## config.mk

```make
export PLATFORM = sky130hd
export DESIGN_NAME = baccarat_dealer_fsm
export DESIGN_NICKNAME = d
export VERILOG_FILES = /design/src/rtl/baccarat_dealer_fsm.sv
export SDC_FILE = /design/constraint.sdc
export NUM_CORES = 1
export LEC_CHECK = 0
export BUFFER_PORTS_ARGS = -buffer_cell sky130_fd_sc_hd__buf_2
export CORE_MARGIN = 1
export CORE_UTILIZATION = 39
export DETAILED_ROUTE_END_ITERATION = 6
export PLACE_DENSITY_LB_ADDON = 0.25
export SETUP_SLACK_MARGIN = 0.05
export SLEW_MARGIN = 10
export SYNTH_ARGS = -nofsm -noshare
export SYNTH_HDL_FRONTEND = slang
export SYNTH_SLANG_ARGS = --single-unit
```

## constraint.sdc

```tcl
create_clock -name slow_clock -period 1.2 [get_ports slow_clock]
set_input_delay 0 -clock slow_clock [delete_from_list [all_inputs] [get_ports slow_clock]]
set_output_delay 0 -clock slow_clock [all_outputs]
set_load 0.01 [all_outputs]
```

## src/rtl/baccarat_dealer_fsm.sv

```systemverilog
// Baccarat dealer control: deal sequencing, punto-banco third-card rules, win decode.
// Optional hand tallies are built when BACCARAT_TALLY_EN is defined.
module baccarat_dealer_fsm #(
  parameter int NATURAL_MIN     = 8,
  parameter int PLAYER_DRAW_MAX = 5
) (
  input  logic       slow_clock,
  input  logic       resetb,
  input  logic [3:0] pscore,
  input  logic [3:0] dscore,
  input  logic [3:0] pcard3,
  input  logic       next_hand,
  output logic       load_pcard1,
  output logic       load_pcard2,
  output logic       load_pcard3,
  output logic       load_dcard1,
  output logic       load_dcard2,
  output logic       load_dcard3,
  output logic       clr_cards,
  output logic       player_win,
  output logic       dealer_win,
  output logic [7:0] tally_player,
  output logic [7:0] tally_dealer,
  output logic [7:0] tally_tie
);

  typedef enum logic [3:0] {
    S_RST, S_P1, S_D1, S_P2, S_D2, S_EVAL, S_P3, S_EVAL3, S_D3, S_DONE, S_CLR
  } state_t;

  state_t state, next_state;
  logic [3:0] pv;
  logic       dealer_draw;

  always_ff @(posedge slow_clock or negedge resetb) begin
    if (!resetb) state <= S_RST;
    else         state <= next_state;
  end

  // Face cards and tens count as zero when judging the dealer's third card.
  always_comb begin
    pv          = (pcard3 >= 4'd10) ? 4'd0 : pcard3;
    dealer_draw = 1'b0;
    case (dscore)
      4'd0, 4'd1, 4'd2: dealer_draw = 1'b1;
      4'd3:             dealer_draw = (pv != 4'd8);
      4'd4:             dealer_draw = (pv >= 4'd2) && (pv <= 4'd7);
      4'd5:             dealer_draw = (pv >= 4'd4) && (pv <= 4'd7);
      4'd6:             dealer_draw = (pv >= 4'd6) && (pv <= 4'd7);
      default:          dealer_draw = 1'b0;
    endcase
  end

  always_comb begin
    next_state = state;
    case (state)
      S_RST:   next_state = S_P1;
      S_P1:    next_state = S_D1;
      S_D1:    next_state = S_P2;
      S_P2:    next_state = S_D2;
      S_D2:    next_state = S_EVAL;
      S_EVAL: begin
        if (pscore >= 4'(NATURAL_MIN) || dscore >= 4'(NATURAL_MIN)) next_state = S_DONE;
        else if (pscore <= 4'(PLAYER_DRAW_MAX))                     next_state = S_P3;
        else if (dscore <= 4'(PLAYER_DRAW_MAX))                     next_state = S_D3;
        else                                                        next_state = S_DONE;
      end
      S_P3:    next_state = S_EVAL3;
      S_EVAL3: next_state = dealer_draw ? S_D3 : S_DONE;
      S_D3:    next_state = S_DONE;
      S_DONE:  next_state = next_hand ? S_CLR : S_DONE;
      S_CLR:   next_state = S_P1;
      default: next_state = S_RST;
    endcase
  end

  assign load_pcard1 = (state == S_P1);
  assign load_dcard1 = (state == S_D1);
  assign load_pcard2 = (state == S_P2);
  assign load_dcard2 = (state == S_D2);
  assign load_pcard3 = (state == S_P3);
  assign load_dcard3 = (state == S_D3);
  assign clr_cards   = (state == S_CLR);
  assign player_win  = (state == S_DONE) && (pscore >= dscore);
  assign dealer_win  = (state == S_DONE) && (dscore >= pscore);

`ifdef BACCARAT_TALLY_EN
  // Count on the first S_DONE cycle: a dealer third card only settles dscore there.
  logic done_q;

  always_ff @(posedge slow_clock or negedge resetb) begin
    if (!resetb) begin
      done_q       <= 1'b0;
      tally_player <= 8'd0;
      tally_dealer <= 8'd0;
      tally_tie    <= 8'd0;
    end else begin
      done_q <= (state == S_DONE);
      if (state == S_DONE && !done_q) begin
        if (player_win && dealer_win) begin
          if (tally_tie != 8'hff) tally_tie <= tally_tie + 8'd1;
        end else if (player_win) begin
          if (tally_player != 8'hff) tally_player <= tally_player + 8'd1;
        end else if (dealer_win) begin
          if (tally_dealer != 8'hff) tally_dealer <= tally_dealer + 8'd1;
        end
      end
    end
  end
`else
  assign tally_player = 8'd0;
  assign tally_dealer = 8'd0;
  assign tally_tie    = 8'd0;
`endif

endmodule

```

# Yosys cells after proc, flatten, opt, wreduce, memory -nomap -nowiden

Cells that the tools add are included.

Register bits: 4
Input port bits: 15
Output and inout port bits: 33
Logic and storage cells: 47

Order comparisons: 11
Equal/unequal tests: 17
Mux-type cells: 8
Reduce and logical (&&, ||, !) cells: 10

Operator list:

| operator             | number |
|---|---|
| $pmux W4 S10         | 1 |
| $eq A4 B3 Y1 const B | 7 |
| $eq A4 B2 Y1 const B | 4 |
| $eq A4 B4 Y1 const B | 3 |
| $ge A4 B4 Y1 const B | 3 |
| $le A4 B3 Y1 const B | 3 |
| $mux W4              | 3 |
| $eq A4 B1 Y1 const B | 2 |
| $ge A4 B3 Y1 const B | 2 |
| $ge A4 B4 Y1         | 2 |
| $logic_not A4 Y1     | 2 |
| $logic_and A1 B1 Y1  | 5 |
| $pmux W1 S5          | 1 |
| $ge A4 B2 Y1 const B | 1 |
| $ne A4 B4 Y1 const B | 1 |
| $reduce_or A3 Y1     | 1 |
| $mux W1              | 2 |
| $mux W2              | 1 |
| $reduce_or A2 Y1     | 1 |
| $logic_or A1 B1 Y1   | 1 |

# Logic depth before layout (Yosys ltp)

Gate-level depths: netlist of run 1.

Depth in word-level cells: 7
Gate-level depth with buffers: 6
Gate-level depth less buffers: 6

# Least setup slack after synthesis of run 1

OpenSTA, ideal clock, no wires.

Kind: register to output
Start point: reg state[1]
End point: out dealer_win
Arrival: 1106 ps
Required time: 1200 ps
Setup slack: 94 ps
Stages on the path, launching flop included: 5
Path buffers: 1
Path through: dfrtp_1 -> buf_2 -> nand2b_4 -> or2_4 -> a31oi_1

Cells in the longest elaborated chain, start to end: 2

Ends and longest elaborated chain:

| what                   | RTL line | RTL |
|---|---|---|
| from (decl)            | 31       | `state_t state, next_state;` |
| from (signal assigned) | 37       | `else state <= next_state;` |
| $eq A4 B4 Y1           | 85       | `assign dealer_win = (state == S_DONE) && (dscore >= pscore);` |
| $logic_and A1 B1 Y1    | 85       |  |
| to (decl)              | 21       | `output logic dealer_win,` |

Every way passes these cells.

# Final worst setup path of run 1

Start point: reg state[2]
End point: out player_win

Cells in the longest elaborated chain, start to end: 2

Ends and longest elaborated chain:

| what                | RTL line | RTL |
|---|---|---|
| $eq A4 B4 Y1        | 84       | `assign player_win = (state == S_DONE) && (pscore >= dscore);` |
| $logic_and A1 B1 Y1 | 84       |  |
| to (decl)           | 20       | `output logic player_win,` |

Every way passes these cells.

==> impl_results.html, run 1 <==
<table>
<tr><th>Metric</th><th>Value</th></tr>
<tr><th colspan="2">STA</th></tr>
<tr><td>Setup TNS Final</td><td>-597 ps</td></tr>
<tr><td>RSZ-0062 raised after global routing</td><td>yes</td></tr>
<tr><td>Final count of hold timing violations</td><td>0</td></tr>
<tr><td>Final worst-path setup slack</td><td>-187 ps</td></tr>
<tr><td>Final worst clock skew</td><td>6.87 ps</td></tr>
<tr><td>Final worst path period share</td><td>116%</td></tr>
<tr><td>Max-slew violation total from the final report</td><td>0</td></tr>
<tr><td>Achievable Freq</td><td>721 MHz</td></tr>
<tr><td>Final Setup Violations</td><td>6</td></tr>
<tr><td>Tmin final</td><td>between 1000 and 1500 ps</td></tr>
<tr><td>Hold Slack</td><td>68.8 ps</td></tr>
<tr><th colspan="2">CTS</th></tr>
<tr><td>Reg clk slew, reported paths</td><td>about 40 ps</td></tr>
<tr><td>Maximum buffer depth of the clock tree</td><td>2</td></tr>
<tr><td>Clock insertion delay at the later pin of the skew report</td><td>240 ps</td></tr>
<tr><td>TritonCTS clock tree</td><td>built</td></tr>
<tr><td>Cts bufs inserted</td><td>3</td></tr>
<tr><td>Clk root buf</td><td>clkbuf_4</td></tr>
<tr><td>Number of levels in the clock H-tree</td><td>1</td></tr>
<tr><td>TritonCTS Sinks</td><td>4</td></tr>
<tr><th colspan="2">Min path</th></tr>
<tr><td>Endpoint with the worst hold slack</td><td>state[0]</td></tr>
<tr><td>Min-delay src</td><td>pcard3[3]</td></tr>
<tr><td>Type of the tightest min-delay check</td><td>primary input to register</td></tr>
<tr><td>Worst hold stages</td><td>3</td></tr>
<tr><th colspan="2">Setup path</th></tr>
<tr><td>Register-to-Register Setup Slack</td><td>-100 ps</td></tr>
<tr><td>Crit Reg-Reg Endpoint</td><td>state[0]</td></tr>
<tr><td>RR Startpoint</td><td>state[2]</td></tr>
<tr><td>Worst-path maximum fanout</td><td>3</td></tr>
<tr><td>Launching element type of the critical path</td><td>register</td></tr>
<tr><td>Data required time at the worst endpoint</td><td>1200 ps</td></tr>
<tr><td>Startpoint-to-endpoint class of the critical path</td><td>register to output pin</td></tr>
<tr><td>Number of cells on the worst reg-to-reg path</td><td>7</td></tr>
<tr><td>Arrival time of data at the critical path endpoint</td><td>around 1400 ps</td></tr>
<tr><td>Endpoint type of the worst setup path</td><td>output pin</td></tr>
<tr><th colspan="2">Routing</th></tr>
<tr><td>Via count normalized by instance count</td><td>between 4 and 5</td></tr>
<tr><td>Wire per inst</td><td>11.0 um</td></tr>
<tr><td>Number of DRC markers after the initial detailed-route iteration</td><td>10</td></tr>
<tr><td>First drt pass iteration count</td><td>4</td></tr>
<tr><td>Number of nets with antenna violations after routing</td><td>0</td></tr>
<tr><td>Number of vias in the routed layout</td><td>between 600 and 700</td></tr>
<tr><td>Final wirelength</td><td>1530 um</td></tr>
<tr><td>Number of DRC violations after detailed routing</td><td>0</td></tr>
<tr><th colspan="2">Logic synthesis</th></tr>
<tr><td>Adder-cell share of the synthesized area</td><td>9.48%</td></tr>
<tr><td>Post-synth EDFFs</td><td>0</td></tr>
<tr><td>Top cells by area in the synthesized netlist</td><td>buf_4, dfrtp_1, ha_1</td></tr>
<tr><td>Most used flip-flop cell after synthesis</td><td>dfrtp_1</td></tr>
<tr><td>Post-synthesis xor/xnor area fraction</td><td>0%</td></tr>
<tr><td>Post-synthesis cell type count</td><td>31</td></tr>
<tr><td>Multiplexer area fraction after synthesis</td><td>0%</td></tr>
<tr><td>Area fraction of the dominant cell type after synthesis</td><td>29.0%</td></tr>
<tr><td>Fraction of the mapped netlist area in simple logic gates</td><td>around a quarter</td></tr>
<tr><td>Netlist area before placement</td><td>between 600 and 700 um^2</td></tr>
<tr><td>Post-synthesis register bit count</td><td>4</td></tr>
<tr><td>Combinational family with the most area after synthesis</td><td>buffers and inverters</td></tr>
<tr><td>Avg Cell Area, Syn</td><td>roughly 7.6 um^2</td></tr>
<tr><td>Fraction of registers with async set or reset after synthesis</td><td>100%</td></tr>
<tr><td>Synthesized instance count</td><td>between 80 and 90</td></tr>
<tr><td>Sequential area share after synthesis</td><td>15.5%</td></tr>
<tr><td>Number of warnings issued by yosys</td><td>0</td></tr>
<tr><td>Top cell type by total area after synthesis</td><td>buf_4</td></tr>
<tr><td>Fraction of the mapped netlist area in compound gates</td><td>16.2%</td></tr>
<tr><th colspan="2">Global routing</th></tr>
<tr><td>Global-route usage over all layers</td><td>about 17%</td></tr>
<tr><td>Number of global-route vias before repair</td><td>599</td></tr>
<tr><td>Overflow left after global routing</td><td>0</td></tr>
<tr><td>Initial antenna violation count</td><td>0</td></tr>
<tr><td>Wire length of the first global-routing pass</td><td>2320 um</td></tr>
<tr><td>Pin count of the biggest net entering global routing</td><td>6</td></tr>
<tr><th colspan="2">Layout</th></tr>
<tr><td>Share of post-route cells with drive strength above 1</td><td>46.3%</td></tr>
<tr><td>Largest registers</td><td>state x4</td></tr>
<tr><td>Most common cell after layout, fill and taps aside</td><td>conb_1</td></tr>
<tr><td>Final net count</td><td>~140</td></tr>
<tr><td>Top register by number of flip-flops</td><td>state</td></tr>
<tr><td>Largest register FFs</td><td>4</td></tr>
<tr><td>Growth of design area from synthesis to finish</td><td>39.8%</td></tr>
<tr><td>Core occupancy in the finished layout</td><td>59.4%</td></tr>
<tr><td>Top library cells by usage in the layout, fill and taps aside</td><td>conb_1, buf_2, buf_4, buf_6, inv_1</td></tr>
<tr><td>Antenna diode instance count</td><td>0</td></tr>
<tr><td>Non-filler cells, final</td><td>139</td></tr>
<tr><td>Area of all placed cells without fillers</td><td>905 um^2</td></tr>
<tr><th colspan="2">Placement</th></tr>
<tr><td>GPL Wtd Cong</td><td>0.728</td></tr>
<tr><td>Placed cells</td><td>around 130</td></tr>
<tr><td>Area after DPL</td><td>approximately 730 um^2</td></tr>
<tr><td>Placement Setup Slack</td><td>-12.9 ps</td></tr>
<tr><td>Total of buffers placed on input and output ports</td><td>23</td></tr>
<tr><td>Total half-perimeter wirelength after legalization and detailed placement</td><td>between 1000 and 1500 um</td></tr>
<tr><th colspan="2">Run status</th></tr>
<tr><td>Run status</td><td>finished with violations</td></tr>
<tr><td>Violated checks</td><td>negative setup slack</td></tr>
<tr><th colspan="2">Power and ir drop</th></tr>
<tr><td>Final Power</td><td>1.61 mW</td></tr>
<tr><td>Total power density per cell area</td><td>roughly 1800 mW/mm^2</td></tr>
<tr><td>Leakage</td><td>0.490 nW</td></tr>
<tr><td>Max VDD drop</td><td>531 uV</td></tr>
<tr><th colspan="2">Floorplanning</th></tr>
<tr><td>Num ports</td><td>48</td></tr>
<tr><td>Die Outline Area</td><td>0.00183 mm^2</td></tr>
<tr><td>Horizontal extent of the die</td><td>42.7 um</td></tr>
<tr><td>Die boundary height</td><td>42.7 um</td></tr>
<tr><td>Number of rows created at floorplan</td><td>14</td></tr>
<tr><td>Initial Util</td><td>42.4%</td></tr>
<tr><td>Placeable Area</td><td>0.00152 mm^2</td></tr>
<tr><th colspan="2">Run</th></tr>
<tr><td>Number of violations of the max-capacitance limit</td><td>0</td></tr>
</table>
-- kinds of logic (layout without fill, tap and decap cells) --
| logic type | count (synthesis) | count (layout) |
|---|---|---|
| AO/OA/AOI/OAI | 15 | 15 |
| adder cells (fa/ha/maj) | 5 | 5 |
| buffers and inverters | 33 | 48 |
| flip-flops | 4 | 4 |
| other | 1 | 24 |
| AND/OR/NAND/NOR | 27 | 27 |
-- synthesized netlist by cell type (all sizes together), types with 2 or more instances --
master / instances
a211oi: 2
nor2: 7
dfrtp: 4
inv: 6
o2bb2ai: 2
nor3: 6
nand2: 2
o22ai: 2
nor2b: 2
o21ai: 2
ha: 4
buf: 27
a21oi: 2
nand2b: 5
-- how the worst max path moves through the flow --
| stage | to | startpoint | cells past startpoint | slack (ps) |
|---|---|---|---|---|
| after floorplan | dealer_win | state[1] | 4 | 90 |
| after global placement | player_win | pscore[1] | 8 | 30 |
| after detailed placement | player_win | pscore[1] | 8 | -10 |
| after CTS | player_win | state[2] | 5 | -170 |
| after global routing | player_win | state[1] | 5 | -260 |
| final | player_win | state[2] | 5 | -190 |
-- cell type report --
cell class | instances | area (um^2)
Fill cell | 146 | 619
Sequential cell | 4 | 103
Tap cell | 16 | 20.0
Inverter | 6 | 22.5
Timing Repair Buffer | 39 | 267
Multi-Input combinational cell | 71 | 470
Clock buffer | 3 | 22.5
-- critical path: stages (launching register included) --
cell and delay [ps]:
dfrtp_1 400, nand2b_4 150, or2_4 240, nor2_2 80, o2bb2ai_1 120, buf_2 160
-- timing repair --
item                       4_1_cts  5_1_grt
pin swaps                        5        5
hold endpoints to repair         4        0
hold buffers                     1        0
setup endpoints to repair       10       12
setup buffers                    7        2
resized for setup               11       10
-- routing by layer --
metal  global-route usage, %  up-vias  part of all wire, %
met2                    31.2       31                   55
li1                        -      319                    -
met5                       0        -                    0
met4                    13.1        0                  1.2
met1                    17.6      307                   38
met3                    1.28        2                  5.4
-- where the power goes --
part | switching, mW | internal [mW]
registers | 0.0820 | 0.200
clock network | 0.0615 | 0.112
logic | 0.547 | 0.611
Note: power is estimated with default switching activity, not from simulation.
==> run 2, diff against run 1 <==
Settings changed: CTS_CLUSTER_DIAMETER set to 60, GPL_TIMING_DRIVEN set to 0.
==> run 2 against run 1 <==
Net effect:
- utilization rose by 5.1 points
- wire length fell by 9.3%
- maximum frequency increased by 1.4%
- sequential power is 6% lower
- first-iteration DRC count rose by 20%
- register-to-register slack improved by 50 ps
- the flow still finishes with violations (negative setup slack)
- final cell count grew 11%
- total power down 15%
- non-clock buffer count is 15 higher
- die area unchanged
- sequential share of layout area decreased by 1.0 points
- clock power down 6%
==> impl_results.html, run 2 (synthesized netlist as in run 1, its figures left out) <==
<table>
<tr><th>Metric</th><th>Value</th></tr>
<tr><th colspan="2">STA</th></tr>
<tr><td>RSZ-0062 raised after global routing</td><td>yes (unchanged)</td></tr>
<tr><td>Final worst clock skew</td><td>3.41 ps (was 6.87 ps)</td></tr>
<tr><td>Final worst-path setup slack</td><td>-167 ps (was -187 ps)</td></tr>
<tr><td>Final worst path period share</td><td>114% (was 116%)</td></tr>
<tr><td>Final count of hold timing violations</td><td>0 (unchanged)</td></tr>
<tr><td>Setup TNS Final</td><td>-487 ps (was -597 ps)</td></tr>
<tr><td>Max-slew violation total from the final report</td><td>0 (unchanged)</td></tr>
<tr><td>Tmin final</td><td>1370 ps (was 1390 ps)</td></tr>
<tr><td>Achievable Freq</td><td>731 MHz (was 721 MHz)</td></tr>
<tr><td>Hold Slack</td><td>74.9 ps (was 68.8 ps)</td></tr>
<tr><td>Final Setup Violations</td><td>9 (was 6)</td></tr>
<tr><th colspan="2">Global routing</th></tr>
<tr><td>Pin count of the biggest net entering global routing</td><td>11 (was 6)</td></tr>
<tr><td>Number of global-route vias before repair</td><td>546 (was 599)</td></tr>
<tr><td>Global-route usage over all layers</td><td>15.1% (was 17.1%)</td></tr>
<tr><td>Initial antenna violation count</td><td>0 (unchanged)</td></tr>
<tr><td>Wire length of the first global-routing pass</td><td>2160 um (was 2320 um)</td></tr>
<tr><td>Overflow left after global routing</td><td>0 (unchanged)</td></tr>
<tr><th colspan="2">CTS</th></tr>
<tr><td>Number of levels in the clock H-tree</td><td>1 (unchanged)</td></tr>
<tr><td>Maximum buffer depth of the clock tree</td><td>2 (unchanged)</td></tr>
<tr><td>Clock insertion delay at the later pin of the skew report</td><td>230 ps (was 240 ps)</td></tr>
<tr><td>Cts bufs inserted</td><td>3 (unchanged)</td></tr>
<tr><td>Reg clk slew, reported paths</td><td>40 ps (about the same)</td></tr>
<tr><td>TritonCTS clock tree</td><td>built (unchanged)</td></tr>
<tr><td>Clk root buf</td><td>clkbuf_4 (unchanged)</td></tr>
<tr><td>TritonCTS Sinks</td><td>4 (unchanged)</td></tr>
<tr><th colspan="2">Layout</th></tr>
<tr><td>Non-filler cells, final</td><td>154 (was 139)</td></tr>
<tr><td>Antenna diode instance count</td><td>0 (unchanged)</td></tr>
<tr><td>Most common cell after layout, fill and taps aside</td><td>buf_4 (was conb_1)</td></tr>
<tr><td>Core occupancy in the finished layout</td><td>64.4% (was 59.4%)</td></tr>
<tr><td>Growth of design area from synthesis to finish</td><td>51.8% (was 39.8%)</td></tr>
<tr><td>Final net count</td><td>159 (was 144)</td></tr>
<tr><td>Top library cells by usage in the layout, fill and taps aside</td><td>buf_4, conb_1, buf_2, inv_1, nor2_1 (was conb_1, buf_2, buf_4, buf_6, inv_1)</td></tr>
<tr><td>Largest register FFs</td><td>4 (unchanged)</td></tr>
<tr><td>Share of post-route cells with drive strength above 1</td><td>49.3% (was 46.3%)</td></tr>
<tr><td>Area of all placed cells without fillers</td><td>982 um^2 (was 905 um^2)</td></tr>
<tr><td>Largest registers</td><td>state x4 (unchanged)</td></tr>
<tr><td>Top register by number of flip-flops</td><td>state (unchanged)</td></tr>
<tr><th colspan="2">Power and ir drop</th></tr>
<tr><td>Leakage</td><td>0.562 nW (was 0.490 nW)</td></tr>
<tr><td>Max VDD drop</td><td>537 uV (was 531 uV)</td></tr>
<tr><td>Total power density per cell area</td><td>1400 mW/mm^2 (was 1780 mW/mm^2)</td></tr>
<tr><td>Final Power</td><td>1.38 mW (was 1.61 mW)</td></tr>
<tr><th colspan="2">Routing</th></tr>
<tr><td>Wire per inst</td><td>9.02 um (was 11.0 um)</td></tr>
<tr><td>Final wirelength</td><td>1390 um (was 1530 um)</td></tr>
<tr><td>First drt pass iteration count</td><td>4 (unchanged)</td></tr>
<tr><td>Number of vias in the routed layout</td><td>660 (was 659)</td></tr>
<tr><td>Number of DRC violations after detailed routing</td><td>0 (unchanged)</td></tr>
<tr><td>Number of nets with antenna violations after routing</td><td>0 (unchanged)</td></tr>
<tr><td>Via count normalized by instance count</td><td>4.29 (was 4.74)</td></tr>
<tr><td>Number of DRC markers after the initial detailed-route iteration</td><td>12 (was 10)</td></tr>
<tr><th colspan="2">Setup path</th></tr>
<tr><td>End point of the critical path</td><td>player_win (unchanged)</td></tr>
<tr><td>Register-to-Register Setup Slack</td><td>-50 ps (was -100 ps)</td></tr>
<tr><td>Arrival time of data at the critical path endpoint</td><td>1370 ps (was 1390 ps)</td></tr>
<tr><td>Endpoint type of the worst setup path</td><td>output pin (unchanged)</td></tr>
<tr><td>Crit Reg-Reg Endpoint</td><td>state[0] (unchanged)</td></tr>
<tr><td>Worst-path maximum fanout</td><td>3 (unchanged)</td></tr>
<tr><td>Data required time at the worst endpoint</td><td>1200 ps (about the same)</td></tr>
<tr><td>Number of cells on the worst reg-to-reg path</td><td>6 (was 7)</td></tr>
<tr><td>Launching element type of the critical path</td><td>register (unchanged)</td></tr>
<tr><td>Startpoint-to-endpoint class of the critical path</td><td>register to output pin (unchanged)</td></tr>
<tr><td>RR Startpoint</td><td>state[3] (was state[2])</td></tr>
<tr><td>Crit path from</td><td>state[1] (was state[2])</td></tr>
<tr><th colspan="2">Floorplanning</th></tr>
<tr><td>Number of rows created at floorplan</td><td>14 (unchanged)</td></tr>
<tr><td>Placeable Area</td><td>0.00152 mm^2 (unchanged)</td></tr>
<tr><td>Initial Util</td><td>42.4% (unchanged)</td></tr>
<tr><td>Die boundary height</td><td>42.7 um (unchanged)</td></tr>
<tr><td>Horizontal extent of the die</td><td>42.7 um (unchanged)</td></tr>
<tr><td>Num ports</td><td>48 (unchanged)</td></tr>
<tr><td>Die Outline Area</td><td>0.00183 mm^2 (unchanged)</td></tr>
<tr><th colspan="2">Run</th></tr>
<tr><td>Number of violations of the max-capacitance limit</td><td>0 (unchanged)</td></tr>
<tr><th colspan="2">Placement</th></tr>
<tr><td>Placement Setup Slack</td><td>-39.0 ps (was -12.9 ps)</td></tr>
<tr><td>Total half-perimeter wirelength after legalization and detailed placement</td><td>1070 um (was 1080 um)</td></tr>
<tr><td>Area after DPL</td><td>868 um^2 (was 731 um^2)</td></tr>
<tr><td>Total of buffers placed on input and output ports</td><td>23 (unchanged)</td></tr>
<tr><td>Placed cells</td><td>147 (was 128)</td></tr>
<tr><td>GPL Wtd Cong</td><td>0.756 (was 0.728)</td></tr>
<tr><th colspan="2">Run status</th></tr>
<tr><td>Violated checks</td><td>negative setup slack (unchanged)</td></tr>
<tr><td>Run status</td><td>finished with violations (unchanged)</td></tr>
<tr><th colspan="2">Min path</th></tr>
<tr><td>Type of the tightest min-delay check</td><td>primary input to register (unchanged)</td></tr>
<tr><td>Min-delay src</td><td>pcard3[3] (unchanged)</td></tr>
</table>
==> run 2: cell types whose count changed in the layout (fill, tap and decap cells not counted), moves of 2 or more <==
cell    before  now
nor3_1       2    4
nor3_2       4    2
buf_4        9   27
buf_6        7    2
==> run 2: power by group <==
part	internal, mW	leakage (nW)	switching (mW)
combinational	0.478	0.499	0.470
sequential	0.198	0.0488	0.0667
clock	0.112	0.0138	0.0513
total	0.788	0.562	0.588
==> run 2: layer usage <==
layer | vias to the layer above | wire (um) | global-route usage [%] | part of all wire [%]
met1 | 278 | 607 | 19.7 | 44
met3 | 2 | 103 | 1.28 | 7.4
li1 | 351 | - | - | -
met5 | - | 0 | 0 | 0
met4 | 0 | 10 | 3.75 | 0.72
met2 | 29 | 666 | 26.4 | 48
==> run 2: how the worst min path moves through the flow <==
| stage | endpoint | slack [ps] | cells past startpoint |
|---|---|---|---|
| floorplan | state[0] | -300 | 0 |
| global placement | state[1] | -200 | 1 |
| detailed placement | state[0] | -190 | 1 |
| CTS | state[0] | 70 | 3 |
| global route | state[0] | 110 | 3 |
| finish | state[0] | 70 | 3 |
==> run 2: area by class of cell <==
cell class                      instances  area [um^2]
Fill cell                             146          542
Timing Repair Buffer                   28          166
Tap cell                               16         20.0
Multi-Input combinational cell         71          450
Inverter                                6         22.5
Sequential cell                         4          101
Buffer                                 26          199
Clock buffer                            3         22.5
==> run 2: critical path, cell delays in order, from the launching register on <==
cell and delay (ps):
dfrtp_1 390, nand2b_4 150, or2_4 260, nor2_2 100, o2bb2ai_1 110, buf_2 140
==> run 2: what timing repair did <==
action                                 in CTS  in global routing
gates cloned                                0                  0
gates resized for setup                    10                  6
hold buffers                                1                  0
endpoints found under the hold margin       4                  0
setup endpoints to repair                   9                 10
buffers inserted                            2                  2
pin swaps                                   1                  4
==> run 3, diff against run 2 <==
--- a/config.mk
+++ b/config.mk
@@ -8,3 +8,2 @@
 export BUFFER_PORTS_ARGS = -buffer_cell sky130_fd_sc_hd__buf_2
-export CORE_MARGIN = 1
 export CORE_UTILIZATION = 39
==> constraint.sdc (replaced) <==
create_clock -name slow_clock -period 1.2 [get_ports slow_clock]
set_input_delay 0.24 -clock slow_clock [delete_from_list [all_inputs] [get_ports slow_clock]]
set_output_delay 0.24 -clock slow_clock [all_outputs]
set_load 0.01 [all_outputs]
==> run 3 against run 2 <==
Net effect:
- setup slack got worse by 270 ps
- final cell count is 3.2% higher
- the run still ends with negative setup slack left
- maximum frequency fell by 16%
- flip-flop and latch count unchanged
- critical endpoint unchanged
==> impl_results.html, run 3 (synthesized netlist as in run 1, its figures left out) <==
<table>
<tr><th>Metric</th><th>Value</th></tr>
<tr><th colspan="2">Global routing</th></tr>
<tr><td>Overflow left after global routing</td><td>0 (unchanged)</td></tr>
<tr><td>Number of global-route vias before repair</td><td>545 (was 546)</td></tr>
<tr><td>Pin count of the biggest net entering global routing</td><td>11 (unchanged)</td></tr>
<tr><td>Global-route usage over all layers</td><td>15.3% (was 15.1%)</td></tr>
<tr><td>Wire length of the first global-routing pass</td><td>2210 um (was 2160 um)</td></tr>
<tr><td>Initial antenna violation count</td><td>0 (unchanged)</td></tr>
<tr><th colspan="2">Setup path</th></tr>
<tr><td>Arrival time of data at the critical path endpoint</td><td>1400 ps (was 1370 ps)</td></tr>
<tr><td>Worst-path maximum fanout</td><td>3 (unchanged)</td></tr>
<tr><td>Startpoint-to-endpoint class of the critical path</td><td>register to output pin (unchanged)</td></tr>
<tr><td>Cell-by-cell trace of the critical path</td><td>nand2b_4, or2_4, nor2_4, o2bb2ai_2, buf_2 (was nand2b_4, or2_4, nor2_2, o2bb2ai_1, buf_2)</td></tr>
<tr><td>Endpoint type of the worst setup path</td><td>output pin (unchanged)</td></tr>
<tr><td>Launching element type of the critical path</td><td>register (unchanged)</td></tr>
<tr><td>Slowest cell delay on critical path</td><td>390 ps (about the same)</td></tr>
<tr><td>Data required time at the worst endpoint</td><td>960 ps (was 1200 ps)</td></tr>
<tr><td>Max stage delay cell, worst path</td><td>dfrtp_1 (unchanged)</td></tr>
<tr><th colspan="2">CTS</th></tr>
<tr><td>Number of levels in the clock H-tree</td><td>1 (unchanged)</td></tr>
<tr><td>Clk root buf</td><td>clkbuf_4 (unchanged)</td></tr>
<tr><td>TritonCTS clock tree</td><td>built (unchanged)</td></tr>
<tr><td>Reg clk slew, reported paths</td><td>40 ps (about the same)</td></tr>
<tr><td>Cts bufs inserted</td><td>3 (unchanged)</td></tr>
<tr><td>TritonCTS Sinks</td><td>4 (unchanged)</td></tr>
<tr><td>Maximum buffer depth of the clock tree</td><td>2 (unchanged)</td></tr>
<tr><td>Clock insertion delay at the later pin of the skew report</td><td>230 ps (about the same)</td></tr>
<tr><th colspan="2">Layout</th></tr>
<tr><td>Core occupancy in the finished layout</td><td>73.1% (was 64.4%)</td></tr>
<tr><td>Final net count</td><td>164 (was 159)</td></tr>
<tr><td>Top library cells by usage in the layout, fill and taps aside</td><td>buf_4, conb_1, buf_2, buf_6 (was buf_4, conb_1, buf_2, inv_1, nor2_1)</td></tr>
<tr><td>Growth of design area from synthesis to finish</td><td>72.1% (was 51.8%)</td></tr>
<tr><td>Largest register FFs</td><td>4 (unchanged)</td></tr>
<tr><td>Most common cell after layout, fill and taps aside</td><td>buf_4 (unchanged)</td></tr>
<tr><td>Largest registers</td><td>state x4 (unchanged)</td></tr>
<tr><td>Antenna diode instance count</td><td>0 (unchanged)</td></tr>
<tr><td>Area of all placed cells without fillers</td><td>0.00111 mm^2 (was 982 um^2)</td></tr>
<tr><td>Share of post-route cells with drive strength above 1</td><td>58.7% (was 49.3%)</td></tr>
<tr><td>Top register by number of flip-flops</td><td>state (unchanged)</td></tr>
<tr><th colspan="2">Floorplanning</th></tr>
<tr><td>Die Outline Area</td><td>0.00183 mm^2 (unchanged)</td></tr>
<tr><td>Number of rows created at floorplan</td><td>14 (unchanged)</td></tr>
<tr><td>Initial Util</td><td>42.4% (unchanged)</td></tr>
<tr><td>Num ports</td><td>48 (unchanged)</td></tr>
<tr><td>Die boundary height</td><td>42.7 um (unchanged)</td></tr>
<tr><td>Placeable Area</td><td>0.00152 mm^2 (unchanged)</td></tr>
<tr><td>Horizontal extent of the die</td><td>42.7 um (unchanged)</td></tr>
<tr><th colspan="2">Min path</th></tr>
<tr><td>Type of the tightest min-delay check</td><td>primary input to register (unchanged)</td></tr>
<tr><th colspan="2">Power and ir drop</th></tr>
<tr><td>Final Power</td><td>1.62 mW (was 1.38 mW)</td></tr>
<tr><td>Max VDD drop</td><td>847 uV (was 537 uV)</td></tr>
<tr><td>Portion of total power attributed to combinational logic</td><td>72.7% (was 68.9%)</td></tr>
<tr><td>Switching pwr</td><td>709 uW (was 588 uW)</td></tr>
<tr><td>Leakage</td><td>0.617 nW (was 0.562 nW)</td></tr>
<tr><td>Clock network fraction of total power</td><td>10.1% (was 11.8%)</td></tr>
<tr><td>Total power density per cell area</td><td>1450 mW/mm^2 (was 1400 mW/mm^2)</td></tr>
<tr><td>Proportion of total power due to net switching</td><td>43.8% (was 42.8%)</td></tr>
<tr><td>Internal power summed over all cells</td><td>909 uW (was 788 uW)</td></tr>
<tr><td>Portion of total power attributed to sequential cells</td><td>17.2% (was 19.2%)</td></tr>
<tr><th colspan="2">Routing</th></tr>
<tr><td>Uppermost layer routed</td><td>met4 (unchanged)</td></tr>
<tr><td>First drt pass iteration count</td><td>4 (unchanged)</td></tr>
<tr><td>Routed metal-1 wire length</td><td>602 um (was 607 um)</td></tr>
<tr><td>Met2 wire length</td><td>810 um (was 666 um)</td></tr>
<tr><td>Number of nets with antenna violations after routing</td><td>0 (unchanged)</td></tr>
<tr><td>Final wirelength</td><td>1610 um (was 1390 um)</td></tr>
<tr><td>Number of DRC violations after detailed routing</td><td>0 (unchanged)</td></tr>
<tr><td>Wire per inst</td><td>10.1 um (was 9.02 um)</td></tr>
<tr><td>Via count normalized by instance count</td><td>4.52 (was 4.29)</td></tr>
<tr><td>Number of DRC markers after the initial detailed-route iteration</td><td>17 (was 12)</td></tr>
<tr><td>Met3 wire length</td><td>140 um (was 103 um)</td></tr>
<tr><td>Number of vias in the routed layout</td><td>718 (was 660)</td></tr>
<tr><th colspan="2">STA</th></tr>
<tr><td>Tmin final</td><td>1640 ps (was 1370 ps)</td></tr>
<tr><td>Final worst-path setup slack</td><td>-436 ps (was -167 ps)</td></tr>
<tr><td>Final count of hold timing violations</td><td>0 (unchanged)</td></tr>
<tr><td>RSZ-0062 raised after global routing</td><td>yes (unchanged)</td></tr>
<tr><td>Max-slew violation total from the final report</td><td>0 (unchanged)</td></tr>
<tr><td>Final Setup Violations</td><td>10 (was 9)</td></tr>
<tr><td>Final worst clock skew</td><td>5.44 ps (was 3.41 ps)</td></tr>
<tr><td>Achievable Freq</td><td>611 MHz (was 731 MHz)</td></tr>
<tr><td>Final worst path period share</td><td>136% (was 114%)</td></tr>
<tr><th colspan="2">Run status</th></tr>
<tr><td>Violated checks</td><td>negative setup slack (unchanged)</td></tr>
<tr><td>Run status</td><td>finished with violations (unchanged)</td></tr>
<tr><th colspan="2">Placement</th></tr>
<tr><td>Area after DPL</td><td>905 um^2 (was 868 um^2)</td></tr>
<tr><td>Total half-perimeter wirelength after legalization and detailed placement</td><td>1060 um (was 1070 um)</td></tr>
<tr><td>GPL Wtd Cong</td><td>0.793 (was 0.756)</td></tr>
<tr><td>Total of buffers placed on input and output ports</td><td>23 (unchanged)</td></tr>
<tr><th colspan="2">Run</th></tr>
<tr><td>Number of violations of the max-capacitance limit</td><td>0 (unchanged)</td></tr>
</table>
[run 3: power groups by stage]
stage	registers, mW	clock network [mW]	logic (mW)
after floorplan	0.236	0	0.598
after global placement	0.247	0	0.764
after detailed placement	0.246	0	0.775
after CTS	0.253	0.167	0.867
after global routing	0.282	0.171	1.26
final	0.278	0.163	1.18
[run 3: cell type report]
class | count | area (um^2)
plain buffers | 26 | 196
clock buffers | 3 | 22.5
fillers | 115 | 410
inverters | 6 | 22.5
multi-input cells | 71 | 531
flip-flops and latches | 4 | 101
well taps | 16 | 20.0
repair buffers | 33 | 220
[run 3: path summary, 6_finish.rpt]
path	from	endpoint	slack, ps	depth (start not counted)
worst max-delay path	state[2]	player_win	-440	5
worst min-delay path	pcard3[3]	state[0]	300	3
worst max register to register	state[3]	state[0]	-200	8
worst min register to register	state[3]	state[2]	670	3
max in group asynchronous	resetb	state[0]	710	2
min in group asynchronous	resetb	state[3]	350	2
[run 3: critical path, delay by kind of cell (launching register included)]
| family | cells | cell delay [ps] |
|---|---|---|
| buffers and inverters | 1 | 140 |
| and+or+nand+nor | 3 | 540 |
| AOI/OAI and AO/OA | 1 | 100 |
| DFF | 1 | 390 |
[run 3: repair_timing]
| item | 4_1_cts | 5_1_grt |
|---|---|---|
| resized for setup | 4 | 23 |
| buffers inserted | 2 | 7 |
| hold buffers | 1 | 0 |
| pin swaps | 1 | 11 |
| endpoints found under the setup margin | 10 | 10 |
| hold endpoints to repair | 4 | 0 |
[run 3: through the flow]
| stage | setup slack, ps | setup TNS, ps | hold slack [ps] | cells |
|---|---|---|---|---|
| 3_3_place_gp | -397 | -834 | 45.5 | 147 |
| 6_report | -436 | -2620 | 304 | 159 |
| 5_1_grt | -476 | -3110 | 320 | 159 |
| 2_1_floorplan | -138 | -249 | -55.6 | 108 |
| 4_1_cts | -471 | -2670 | 322 | 153 |
| 3_5_place_dp | -406 | -886 | 45.1 | 147 |
[run 3: routing by layer]
metal | up-vias | track usage, %
li1 | 362 | -
met1 | 301 | 18.7
met2 | 49 | 27.6
met3 | 6 | 1.28
met4 | 0 | 5.63
met5 | - | 0
